<file path="config.mk">
export PLATFORM = sky130hd
export DESIGN_NAME = regfile_write_arbiter
export DESIGN_NICKNAME = d
export VERILOG_FILES = /design/src/rtl/regfile_write_arbiter.sv
export SDC_FILE = /design/constraint.sdc
export NUM_CORES = 1
export LEC_CHECK = 0
export ABC_AREA = 0
export ABC_CLOCK_PERIOD_IN_PS = 16000
export CORE_ASPECT_RATIO = 0.7
export CORE_UTILIZATION = 51
export CTS_CLUSTER_SIZE = 14
export DETAILED_ROUTE_END_ITERATION = 10
export PLACE_DENSITY = 0.87
export SLEW_MARGIN = 20
export SYNTH_ARGS = -nofsm -noshare
export SYNTH_HDL_FRONTEND = slang
export SYNTH_SLANG_ARGS = --single-unit
</file>
<file path="constraint.sdc">
create_clock -name clock -period 16 [get_ports clock]
set_clock_uncertainty 0.15 [all_clocks]
set_input_delay 3.2 -clock clock [delete_from_list [all_inputs] [get_ports clock]]
set_output_delay 3.2 -clock clock [all_outputs]
set_load 0.02 [all_outputs]
</file>
<file path="src/rtl/regfile_write_arbiter.sv">
// Shares the register file write port between processor writeback and three
// buffered game I/O event sources (button, screen, collision), round-robin.
module regfile_write_arbiter #(
  parameter int MAX_WAIT      = 8,
  parameter int REG_BUTTON    = 20,
  parameter int REG_SCREEN    = 22,
  parameter int REG_COLLISION = 24
) (
  input  logic        clock,
  input  logic        ctrl_reset,
  input  logic        proc_we,
  input  logic [4:0]  proc_wreg,
  input  logic [31:0] proc_wdata,
  output logic        proc_stall,
  input  logic        button_req,
  input  logic [31:0] button_data,
  input  logic        screen_req,
  input  logic [31:0] screen_data,
  input  logic        collision_req,
  input  logic [31:0] collision_data,
  input  logic        clear_drop,
  output logic        ctrl_writeEnable,
  output logic [4:0]  ctrl_writeReg,
  output logic [31:0] data_writeReg,
  output logic [2:0]  pending,
  output logic [7:0]  drop_count
);

  localparam logic [7:0] WAIT_LIM = 8'(MAX_WAIT);
  localparam logic [4:0] REG_B    = 5'(REG_BUTTON);
  localparam logic [4:0] REG_S    = 5'(REG_SCREEN);
  localparam logic [4:0] REG_C    = 5'(REG_COLLISION);

  logic [2:0]  pend_q;
  logic [31:0] data_q [3];
  logic [1:0]  rr_q;
  logic [7:0]  wait_q;
  logic [7:0]  drop_q;

  logic        stall, proc_sel, ev_sel;
  logic [2:0]  rot, req_vec, gnt_mask, drop_vec;
  logic [1:0]  off, gnt_idx, next_rr, n_drop;
  logic [2:0]  idx_sum;
  logic [8:0]  drop_sum;

  assign req_vec = {collision_req, screen_req, button_req};

  always_comb begin
    stall    = ctrl_reset & (wait_q == WAIT_LIM) & proc_we & (|pend_q);
    proc_sel = ctrl_reset & proc_we & ~stall;
    ev_sel   = ctrl_reset & ~proc_sel & (|pend_q);

    // rotate pending so the rr source sits at bit 0, then find first set
    case (rr_q)
      2'd1:    rot = {pend_q[0], pend_q[2], pend_q[1]};
      2'd2:    rot = {pend_q[1], pend_q[0], pend_q[2]};
      default: rot = pend_q;
    endcase
    off     = rot[0] ? 2'd0 : (rot[1] ? 2'd1 : 2'd2);
    idx_sum = {1'b0, rr_q} + {1'b0, off};
    gnt_idx = (idx_sum >= 3'd3) ? 2'(idx_sum - 3'd3) : idx_sum[1:0];
    next_rr = (gnt_idx == 2'd2) ? 2'd0 : gnt_idx + 2'd1;

    gnt_mask = ev_sel ? (3'b001 << gnt_idx) : 3'b000;
    drop_vec = req_vec & pend_q & ~gnt_mask;
    n_drop   = 2'(drop_vec[0]) + 2'(drop_vec[1]) + 2'(drop_vec[2]);
    drop_sum = {1'b0, drop_q} + {7'b0, n_drop};

    ctrl_writeEnable = 1'b0;
    ctrl_writeReg    = 5'd0;
    data_writeReg    = 32'd0;
    if (proc_sel) begin
      ctrl_writeEnable = 1'b1;
      ctrl_writeReg    = proc_wreg;
      data_writeReg    = proc_wdata;
    end else if (ev_sel) begin
      ctrl_writeEnable = 1'b1;
      case (gnt_idx)
        2'd1:    begin ctrl_writeReg = REG_S; data_writeReg = data_q[1]; end
        2'd2:    begin ctrl_writeReg = REG_C; data_writeReg = data_q[2]; end
        default: begin ctrl_writeReg = REG_B; data_writeReg = data_q[0]; end
      endcase
    end
  end

  always_ff @(posedge clock) begin
    if (!ctrl_reset) begin
      pend_q    <= 3'b000;
      data_q[0] <= 32'd0;
      data_q[1] <= 32'd0;
      data_q[2] <= 32'd0;
      rr_q      <= 2'd0;
      wait_q    <= 8'd0;
      drop_q    <= 8'd0;
    end else begin
      // a same-cycle grant writes the old value while the new one is captured
      pend_q <= (pend_q & ~gnt_mask) | req_vec;
      if (button_req)    data_q[0] <= button_data;
      if (screen_req)    data_q[1] <= screen_data;
      if (collision_req) data_q[2] <= collision_data;
      if (ev_sel) rr_q <= next_rr;

      if (ev_sel || pend_q == 3'b000) wait_q <= 8'd0;
      else if (wait_q != WAIT_LIM)    wait_q <= wait_q + 8'd1;

      if (clear_drop)          drop_q <= 8'd0;
      else if (drop_sum[8])    drop_q <= 8'hFF;
      else                     drop_q <= drop_sum[7:0];
    end
  end

  assign proc_stall = stall;
  assign pending    = pend_q;
  assign drop_count = drop_q;

endmodule

</file>
-- Word-level counts from Yosys, hierarchy flattened
Memory sizes are Yosys's and may differ from the RTL's.
Cells that the tools add are included.
W data, S select, Z words.
- add/sub/neg operators: 7
- $lt $le $gt $ge: 1
- eq/ne operators: 6
- shifts and indexed selects: 1
- multiplexer cells: 28
- bitwise operators: 18
- reductions and logical operators: 5
- operators with widths (cell ; number):
    $mux W32 ; 5
    $pmux W32 S2 ; 1
    $mux W1 ; 12
    $mux W5 ; 2
    $add A8 B2 Y9 ; 1
    $and A3 B3 Y3 ; 3
    $add A8 B1 Y8 const B ; 1
    $eq A8 B4 Y1 const B ; 1
    $mux W2 ; 4
    $mux W8 ; 1
    $ne A8 B4 Y1 const B ; 1
    $pmux W4 S2 ; 1
    $and A1 B1 Y1 ; 7
    $eq A2 B1 Y1 const B ; 2
    $eq A2 B2 Y1 const B ; 2
    $pmux W2 S2 ; 1
    $reduce_or A2 Y1 ; 2
    $add A2 B2 Y3 ; 1
    $ge A3 B2 Y1 const B ; 1
    $logic_not A3 Y1 ; 1
    $mux W3 ; 1
    $not A1 Y1 ; 3
    $not A3 Y3 ; 1
    $or A1 B1 Y1 ; 3
    other kinds (8) ; 8
- flip-flop bits (word level): 21
- RAM bits: 96
- bits of input ports: 140
- output and inout bits: 50
- logic and storage cells: 71
- memories kept: 1
- memory list (memory ; depth ; width ; read ports ; clocked after Yosys merged registers in ; write ports ; RTL line ; RTL):
    data_q ; 3 ; 32 ; 3 ; 0 ; 3 ; 35 ; logic [31:0] data_q [3];

-- Logic depth before layout (Yosys ltp)
- word-level depth: 16
- depth in mapped cells: 25
- mapped depth without buffers: 23

-- Worst setup path after synthesis
No wires, ideal clock.
- kind: input -> output
- start point: input ctrl_reset
- end point: output ctrl_writeReg[3]
- arrival time: 4.356 ns
- required time: 12.650 ns
- slack: 8.294 ns
- cell stages on the path: 5
- path buffers: 3
- path through: buf_2 clkbuf_1 clkbuf_1 nand3_1 o2bb2ai_1
- word-level cells in the longest chain between the ends: 10
- elaborated cells between the ends (all ways): 11
- those cells by class: mux (2); bitwise (9)
- ends and longest elaborated chain (what ; RTL line ; RTL):
    start, declared ; 10 ; input logic ctrl_reset,
    $and A1 B1 Y1 (3 in a row) ; 49 ; stall = ctrl_reset & (wait_q == WAIT_LIM) & proc_we & (|pend_q);
    $not A1 Y1 ; 50 ; proc_sel = ctrl_reset & proc_we & ~stall;
    $and A1 B1 Y1 ; 50 ;
    $not A1 Y1 ; 51 ; ev_sel = ctrl_reset & ~proc_sel & (|pend_q);
    $and A1 B1 Y1 (2 in a row) ; 51 ;
    $mux W5 ; 76 ; end else if (ev_sel) begin
    $mux W5 * ; 72 ; if (proc_sel) begin
    end, declared ; 23 ; output logic [4:0] ctrl_writeReg,
Mark *: on every way between the ends. The rest lies on a longest branch, timed or not.

-- Worst setup path in the final report
- start point: register rr_q[0]
- end point: output data_writeReg[23]
- word-level cells in the longest chain between the ends: 11
- elaborated cells between the ends (all ways): 14
- those cells by class: add/sub (2); order compare (1); eq/ne (4); mux (7)
- ends and longest elaborated chain (what ; RTL line ; RTL):
    start, declared ; 36 ; logic [1:0] rr_q;
    start signal, assigned ; 101 ; if (ev_sel) rr_q <= next_rr;
    $eq A2 B2 Y1 or $eq A2 B1 Y1 (tied branches) ; 54 ; case (rr_q)
    $pmux W2 S2 ; 54 ;
    $mux W2 (2 in a row) ; 59 ; off = rot[0] ? 2'd0 : (rot[1] ? 2'd1 : 2'd2);
    $add A2 B2 Y3 * ; 60 ; idx_sum = {1'b0, rr_q} + {1'b0, off};
    $ge A3 B2 Y1 or $sub A2 B2 Y2 (tied branches) ; 61 ; gnt_idx = (idx_sum >= 3'd3) ? 2'(idx_sum - 3'd3) : idx_sum[1:0];
    $mux W2 * ; 61 ;
    $eq A2 B2 Y1 or $eq A2 B1 Y1 (tied branches) ; 78 ; case (gnt_idx)
    $pmux W32 S2 * ; 78 ;
    $mux W32 * ; 76 ;
    $mux W32 * ; 72 ;
    end, declared ; 24 ; output logic [31:0] data_writeReg,
Marked as above.

==> run_results.csv <==
group,metric,value,unit
placed_design,hpwlAfterDp,10800,um
sta,max_clock_freq,0.106,GHz
power,cellLeakagePower,3.10,nW
logic_synthesis,syn_inst,505,
grt,grt_max_degree,55,
sta,setup_violations,0,
die,start_util,53.6,%
min_path,hold_class,"reg -> reg",
sta,setup_tns,0,ps
logic_synthesis,synth-seq-cells,117,
routing,drc,0,
placed_design,dpl_cell_area,0.00799,sq mm
min_path,worst_hold_path.num_cells,1,
routing,routed_wl,16700,um
sta,hold_viol,0,
cts,clock-sinks,117,
placed_design,gp_congestion,0.874,
cts,clockRootBuffer,"clkbuf_16",
layout,stdcell_area,0.00863,sq mm
worst_setup_path,cp.depth,19,
logic_synthesis,synth.area.top_cells,"edfxtp_1, and2_1, dfxtp_1, a221o_1, o2111ai_1",
sta,tightest_slew,1020,ps
sta,slew_viol_final,0,
die,die_width,132,um
logic_synthesis,syn_nets,662,
cts,cts_buffers,17,
grt,grt_pass1_vias,5022,
flow_run,drv_cap,0,
worst_setup_path,max_stage_delay,910,ps
run_status,status,"completed",
layout,multi_input_area,0.00247,sq mm
worst_setup_path,path_cells,"inv_1, ha_1, and3b_1, o21ai_0, o21ai_0, ha_1, inv_1, fa_1, inv_1, ha_1, nor2b_1, nor2b_1, o21ai_0, ha_1, buf_4, clkinv_1, o2111ai_1, o2bb2ai_1, clkdlybuf4s50_1",
routing,via_per_inst,5.92,
layout,regArea,0.00330,sq mm
power,irDropWorstVdd,0.178,mV
cts,postCtsResizedCells,0,
cts,cts_tree,"yes",
worst_setup_path,crit_fanout,33,
cts,cts.htree.levels,4,
logic_synthesis,synthFlopType,"edfxtp_1",
grt,grt_usage,28.4,%
worst_setup_path,cp.buffers_inverters,6,
logic_synthesis,yosys.area.top_type,"edfxtp_1",
die,ioPinCount,190,
placed_design,io_buffers,189,
power,power_density,199,mW/mm^2
layout,area_delta_synth_final,43.2,%
sta,rsz0062_at_grt,"false",
cts,insertion_delay,410,ps
logic_synthesis,ys_seq_area_share,54.8,%
grt,grt_pass1_wl,25900,um
sta,worst_slack,6540,ps
cts,clkTransAtPathRegs,60,ps
worst_setup_path,worstSetupEndpointType,"output pin",
logic_synthesis,syn_area_per_cell,11.9,sq um
grt,antenna_found_initial,0,
die,die_h,93.0,um
layout,fillers,695,
layout,nets,836,
sta,period_minus_slack,9460,ps
grt,overflow,0,
cts,cts_buffer_depth,2,
logic_synthesis,synthesis.area,0.00603,sq mm
layout,layout-drive-gt1-share,7.23,%
routing,drt_first_pass_iters,6,
sta,period_share,59.1,%
die,rows,32,
worst_setup_path,crit_required,12650,ps
layout,n_antenna_cell,0,
routing,ant_nets,0,
worst_setup_path,crit_path_frequent_cell,"ha_1",
cts,hold_buffers,0,
logic_synthesis,synth_edf_count,96,
worst_setup_path,critPathLaunchType,"register",
logic_synthesis,synth_top_cell_area_share,47.8,%
routing,drt_iter0_drc,298,
die,die-area,0.0123,sq mm
logic_synthesis,synth_cell_types,52,
worst_setup_path,crit_slowest_cell,"clkinv_1",
cts,cts_setup_buffers,0,
worst_setup_path,crit_family,"buffers and inverters",
worst_setup_path,rr_worst_depth,24,
placed_design,dp_slack,6840,ps
routing,vias,5006,
worst_setup_path,cp.arrival,6110,ps
die,coreArea,0.0113,sq mm
sta,relSlewSlack,31.9,%
logic_synthesis,synthArstFlopShare,0,%
logic_synthesis,ys_warn_count,0,
routing,wl_per_cell,19.7,um
worst_setup_path,critPathKind,"reg -> out",
kinds of logic (layout without fill, tap and decap cells):
kind of cell | Yosys count | in the layout | share of synthesized area [%]
multiplexers | 1 | 1 | 0.166
AO/OA/AOI/OAI | 144 | 144 | 20.1
XOR/XNOR | 4 | 4 | 0.581
flip-flops | 117 | 117 | 54.8
adder cells (fa/ha/maj) | 17 | 17 | 3.90
AND/OR/NAND/NOR | 158 | 158 | 15.9
buffers and inverters | 64 | 251 | 4.48
cell usage after synthesis, types with 13 or more instances:
| cell | n |
|---|---|
| a221o_1 | 32 |
| clkbuf_1 | 32 |
| o2bb2ai_1 | 34 |
| dfxtp_1 | 21 |
| nand2_1 | 13 |
| inv_1 | 21 |
| and2_1 | 97 |
| edfxtp_1 | 96 |
| o2111ai_1 | 34 |
| ha_1 | 14 |
stage by stage:
step                utilization [%]  std cells  hold slack, ps  power, mW
finish                         76.7        845             344       1.72
global route                   76.7        845             419       1.81
CTS                            76.4        843             348       1.72
detailed placement             71.0        811             328       1.32
global placement               71.0        811             323       1.30
floorplan                         -        505             303       1.01
state kept, by name (all words and copies together), names as in the netlist:
name,count
rr_q,2
data_q,96
wait_q,8
pending,3
drop_count,8
report_power, final:
part / switching [mW] / total, mW / leakage [nW] / internal, mW
registers: 0.0156 / 0.377 / 1.19 / 0.361
logic: 0.558 / 0.957 / 1.62 / 0.399
clock network: 0.139 / 0.385 / 0.293 / 0.246
total: 0.713 / 1.72 / 3.10 / 1.01
worst register-to-register path, stage by stage, from the launching register on:
cell and delay [ps]:
dfxtp_1 420, inv_1 70, ha_1 230, and3b_1 210
o21ai_0 60, o21ai_0 170, ha_1 180, inv_1 50
fa_1 520, inv_1 60, ha_1 170, nor2b_1 200
nor2b_1 200, o21a_1 160, ha_1 630, buf_4 390
nand2_1 90, o211ai_1 220, fa_1 440, inv_1 70
ha_1 180, fa_1 240, and4_1 330, nand4_1 280
a21oi_1 230
cells in the final DEF, fill, tap and decap left out, types with 3 or more instances in the layout:
cell type / instances
nand3_1: 10
edfxtp_1: 96
clkbuf_16: 17
bufinv_16: 3
dfxtp_1: 21
nand2_1: 11
clkinv_4: 5
or3_1: 7
inv_6: 3
nor2_1: 6
nand4_1: 4
a21oi_1: 10
clkdlybuf4s50_1: 188
a221o_1: 32
o2bb2ai_1: 34
a31oi_1: 5
ha_1: 14
clkinv_1: 3
buf_4: 7
fa_1: 3
o21ai_0: 10
a211oi_1: 3
and2_1: 97
o2111ai_1: 34
inv_1: 20
nor3_1: 3
nor3b_1: 3
layer usage:
| layer | up-vias | global-route usage, % | wire (um) |
|---|---|---|---|
| li1 | 2317 | - | - |
| met1 | 2407 | 34.4 | 6890 |
| met2 | 254 | 48.7 | 8200 |
| met3 | 28 | 7.94 | 1310 |
| met4 | 0 | 10.1 | 279 |
| met5 | - | 0 | 0 |
worst paths after layout:
kind,slack [ps],to,from
worst max-delay path,6540,data_writeReg[23],rr_q[0]
worst min register to register,340,wait_q[0],wait_q[0]
worst max register to register,10000,drop_count[0],rr_q[0]
worst min-delay path,340,wait_q[0],wait_q[0]
area by class of cell:
type | instances | share of cell area [%]
clock buffers | 17 | 4.93
repair buffers | 198 | 23.0
well taps | 153 | 2.22
inverters | 21 | 0.913
clock inverters | 15 | 2.09
multi-input cells | 324 | 28.6
flip-flops and latches | 117 | 38.3
Note: power is estimated with default switching activity, not from simulation.
